--- src/rtl/rptr_empty_buf.sv ---
// Read-side FIFO pointer/empty logic feeding a 2-entry registered output buffer.
// Latency: rq2_wptr change to out_valid is 2 rclk cycles when the buffer is empty; 1 word/cycle sustained.
// Backpressure: out_ready low holds out_data; memory pops stop once both buffer entries are occupied.
module rptr_empty_buf #(
    parameter int DSIZE = 8,
    parameter int ASIZE = 4
) (
    input  logic             rclk,
    input  logic             rrst,
    input  logic [ASIZE:0]   rq2_wptr,
    input  logic [DSIZE-1:0] rdata,
    output logic [ASIZE-1:0] raddr,
    output logic [ASIZE:0]   rptr,
    output logic             rempty,
    output logic [ASIZE:0]   rlevel,
    output logic [DSIZE-1:0] out_data,
    output logic             out_valid,
    input  logic             out_ready
);

    logic [ASIZE:0]   rbin;
    logic [ASIZE:0]   rbinnext;
    logic [ASIZE:0]   rgraynext;
    logic [ASIZE:0]   wbin;
    logic [1:0]       obuf_cnt;
    logic [1:0]       obuf_cnt_next;
    logic [DSIZE-1:0] obuf_tail;
    logic             rinc;
    logic             xfer;

    // Gray to binary: each bit is the XOR of all Gray bits at or above it.
    function automatic logic [ASIZE:0] gray2bin(input logic [ASIZE:0] g);
        logic [ASIZE:0] b;
        b[ASIZE] = g[ASIZE];
        for (int i = ASIZE - 1; i >= 0; i--) begin
            b[i] = b[i+1] ^ g[i];
        end
        return b;
    endfunction

    // Pop decision uses the current buffer occupancy so a full buffer never over-pops.
    always_comb begin
        raddr     = rbin[ASIZE-1:0];
        rinc      = !rempty && (obuf_cnt < 2'd2);
        xfer      = out_valid && out_ready;
        rbinnext  = rbin + {{ASIZE{1'b0}}, rinc};
        rgraynext = (rbinnext >> 1) ^ rbinnext;
        wbin      = gray2bin(rq2_wptr);
        case ({rinc, xfer})
            2'b10:   obuf_cnt_next = obuf_cnt + 2'd1;
            2'b01:   obuf_cnt_next = obuf_cnt - 2'd1;
            default: obuf_cnt_next = obuf_cnt;
        endcase
    end

    // Read pointer, empty flag and fill level; the full-width Gray compare separates full from empty.
    always_ff @(posedge rclk) begin
        if (rrst) begin
            rbin   <= '0;
            rptr   <= '0;
            rempty <= 1'b1;
            rlevel <= '0;
        end else begin
            rbin   <= rbinnext;
            rptr   <= rgraynext;
            rempty <= (rgraynext == rq2_wptr);
            rlevel <= wbin - rbinnext;
        end
    end

    // Two-entry output buffer: out_data is the head register, obuf_tail holds the second word.
    always_ff @(posedge rclk) begin
        if (rrst) begin
            obuf_cnt  <= 2'd0;
            out_valid <= 1'b0;
            out_data  <= '0;
            obuf_tail <= '0;
        end else begin
            obuf_cnt  <= obuf_cnt_next;
            out_valid <= (obuf_cnt_next != 2'd0);
            // Head loads from memory when empty, or when the single held word retires as a new one arrives.
            if (rinc && ((obuf_cnt == 2'd0) || ((obuf_cnt == 2'd1) && xfer))) begin
                out_data <= rdata;
            end else if (xfer && (obuf_cnt == 2'd2)) begin
                out_data <= obuf_tail;
            end
            if (rinc && (obuf_cnt == 2'd1) && !xfer) begin
                obuf_tail <= rdata;
            end
        end
    end

endmodule

--- config.mk ---
export PLATFORM = sky130hd
export DESIGN_NAME = rptr_empty_buf
export DESIGN_NICKNAME = d
export VERILOG_FILES = /design/src/rtl/rptr_empty_buf.sv
export SDC_FILE = /design/constraint.sdc
export NUM_CORES = 1
export LEC_CHECK = 0
export CAP_MARGIN = 20
export CORE_UTILIZATION = 47
export CTS_CLUSTER_DIAMETER = 150
export DETAILED_ROUTE_END_ITERATION = 6
export PLACE_DENSITY = 0.75
export SYNTH_ARGS = -nofsm -noshare
export SYNTH_HDL_FRONTEND = slang
export SYNTH_SLANG_ARGS = --single-unit
--- constraint.sdc ---
create_clock -name rclk -period 4.6 [get_ports rclk]
set_clock_uncertainty 0.05 [all_clocks]
set_input_delay 0.92 -clock rclk [delete_from_list [all_inputs] [get_ports rclk]]
set_output_delay 0.92 -clock rclk [all_outputs]
set_load 0.02 [all_outputs]
==> impl_metrics.ini <==
[outcome]
status = finished clean

[floorplanning]
die_area_um2 = 3840
die_w_um = 62.0
initial_utilization = 0.499
fp.coreArea_um2 = 3390
io_pins = 40
dieHeight_um = 62.0
rows = 21

[placed_design]
place_hpwl_um = 2630
io_buffers = 39
placedCellCount = 261
place_congestion = 0.782

[power]
power_density_nw_per_um2 = 399
netSwitchingFraction = 0.287
vdd_drop_max_mv = 0.187
p_int_uw = 630
seqPwrFrac = 0.389
power_frac_clock = 0.326
p_leak_uw = 0.00101
finalPower_uw = 884
combPwrFrac = 0.285
net-switching-power_uw = 254

[layout]
fill_cells = 290
utilization = 0.654
drive_gt1_frac = 0.0673
synthToLayoutAreaGrowth_pct = 31.2
nets = 249
final_cells = 269
diodes = 0

[global_route]
grt_first_pass_wirelength_um = 5450
overflow = 0
grt_usage = 0.199
antenna_found_initial = 0
grt_max_degree = 36
grt_pass1_vias = 1252

[synthesis]
ys_warn_count = 0
synth_seq_area_share = 0.403
synthCells = 182
ys_seq_elements = 34
synth_nets = 209
syn_area_um2 = 1690
synth.distinct_cells = 29
syn_area_per_cell_um2 = 9.29

[timing]
finalCritPeriodShare = 0.743
setup_violations = 0
period_needed_ns = 3.42
tns_ns = 0
max_slew.worst_pin.slew_ns = 0.932
rsz0062_at_grt = false
hold_viol_final = 0
max_freq_mhz = 293
drv_slew = 0
max_slew_margin = 0.376

[routing]
drt-wirelength-per-cell_um = 12.8
drtIter0Drc = 59
drtAntennaViolNets = 0
viasPerCell = 5.01
dr.pass1.iters = 4
wirelength_um = 3450
drc_errors = 0
vias = 1347

[cts]
clk_pin_slew_ns = 0.11
cts_tree = yes
cts_root_buf = clkbuf_4
clock-sinks = 34
numCtsBuffers = 5
post_cts_resized = 0
cts_buffer_depth = 2
cts_setup_buffers = 0
cts-hold-fix-buffers = 0
h-tree-depth = 2
worstSkewPairLatency_ns = 0.33

[worst_hold_path]
holdCritPathClass = reg2reg

[job]
cap_violations = 0

[setup_path]
cp_max_fo = 6
critPathCaptureType = flip-flop
worst-endpoint-required_ns = 4.82
critPathKind = in2reg
start_kind = input port
cp.arrival_ns = 3.64
==> sequential cells by signal, indices dropped and copies added, names as in the netlist <==
name / cells
obuf_cnt: 2
obuf_tail: 8
out_data: 8
out_valid: 1
rbin: 4
rempty: 1
rlevel: 5
rptr: 5
==> logic make-up after synthesis <==
family / synth area share
flops: 0.403
fa+ha+maj: 0.0859
simple gates: 0.151
compound gates: 0.0792
mux: 0.124
xor+xnor: 0.116
buf+inv: 0.0407
==> path summary, 6_finish.rpt <==
kind,start,slack [ns],to,cells past startpoint
hold reg to reg,obuf_tail[7],0.47,obuf_tail[7],2
setup / recovery,rq2_wptr[4],1.18,rlevel[4],9
hold / removal,obuf_tail[7],0.47,obuf_tail[7],2
setup reg to reg,rempty,1.67,rlevel[3],10
==> power groups by stage <==
stage          Combinational [µW]  Sequential, µW  Clock [µW]
6_report                      252             344         288
5_1_grt                       279             348         304
4_1_cts                       255             344         291
3_5_place_dp                  254             350           0
3_3_place_gp                  247             349           0
2_1_floorplan                 127             380           0
==> layer usage <==
| layer | up-vias | track usage | routed length (µm) |
|---|---|---|---|
| met1 | 622 | 0.228 | 1460 |
| li1 | 680 | - | - |
| met4 | 0 | 0.0921 | 44 |
| met5 | - | 0 | 0 |
| met3 | 5 | 0.0476 | 161 |
| met2 | 40 | 0.348 | 1790 |
==> critical path, stage by stage <==
cell and delay, ns:
clkdlybuf4s50_1 0.51, xor2_1 0.39, xnor2_1 0.21, xor2_1 0.35, xor2_1 0.14, ha_1 0.23
fa_1 0.42, o211ai_1 0.26, mux2i_1 0.20
==> area by class of cell <==
cell class,count,area (µm²),area share
Multi-Input combinational cell,133,941,0.424
Sequential cell,34,681,0.307
Timing Repair Buffer,40,398,0.179
Clock inverter,2,60.1,0.0271
Tap cell,46,57.6,0.0259
Clock buffer,6,51.3,0.0231
Inverter,8,30.0,0.0135
==> metrics by stage <==
stage / hold WS (ns) / setup slack, ns / cell area (µm²)
after floorplan: 0.413 / 1.66 / 1690
after global placement: 0.425 / 1.01 / 2110
after detailed placement: 0.445 / 0.845 / 2110
after CTS: 0.469 / 1.18 / 2220
after global routing: 0.502 / 0.982 / 2220
final: 0.468 / 1.18 / 2220
==> placed cells by master (no fill, tap or decap), types with 2 or more instances in the layout <==
cell type	count
a21oi_1	11
clkbuf_4	5
o21ai_0	3
bufinv_16	2
a31oi_1	2
nand3_1	4
o211ai_1	2
clkdlybuf4s50_1	39
dfxtp_1	34
nor2b_1	2
xnor2_1	8
nand2_1	7
ha_1	10
nor2_1	42
inv_1	8
mux2i_1	21
xor2_1	10
==> synthesized netlist by cell type <==
cell,count,share of area
nor3_2,1,0.0059
xnor2_1,8,0.041
mux2i_1,21,0.12
clkbuf_1,4,0.0089
dfxtp_1,34,0.40
a41o_1,1,0.0059
nor2_1,42,0.093
a21oi_1,11,0.033
nand2_1,7,0.016
xor2_2,1,0.0096
nor2b_1,2,0.0074
nor3_1,1,0.0030
xnor3_1,1,0.013
fa_1,1,0.012
buf_4,1,0.0044
a21boi_2,1,0.0067
o21ai_0,3,0.0089
o2bb2ai_2,1,0.0089
or2_2,1,0.0037
and3b_2,1,0.0059
o211ai_1,2,0.0089
ha_1,10,0.074
inv_1,8,0.018
nand3_1,4,0.012
buf_6,1,0.0067
buf_2,1,0.0030
or2b_1,1,0.0044
a31oi_1,2,0.0074
xor2_1,10,0.052
(Power assumes the default switching activity.)
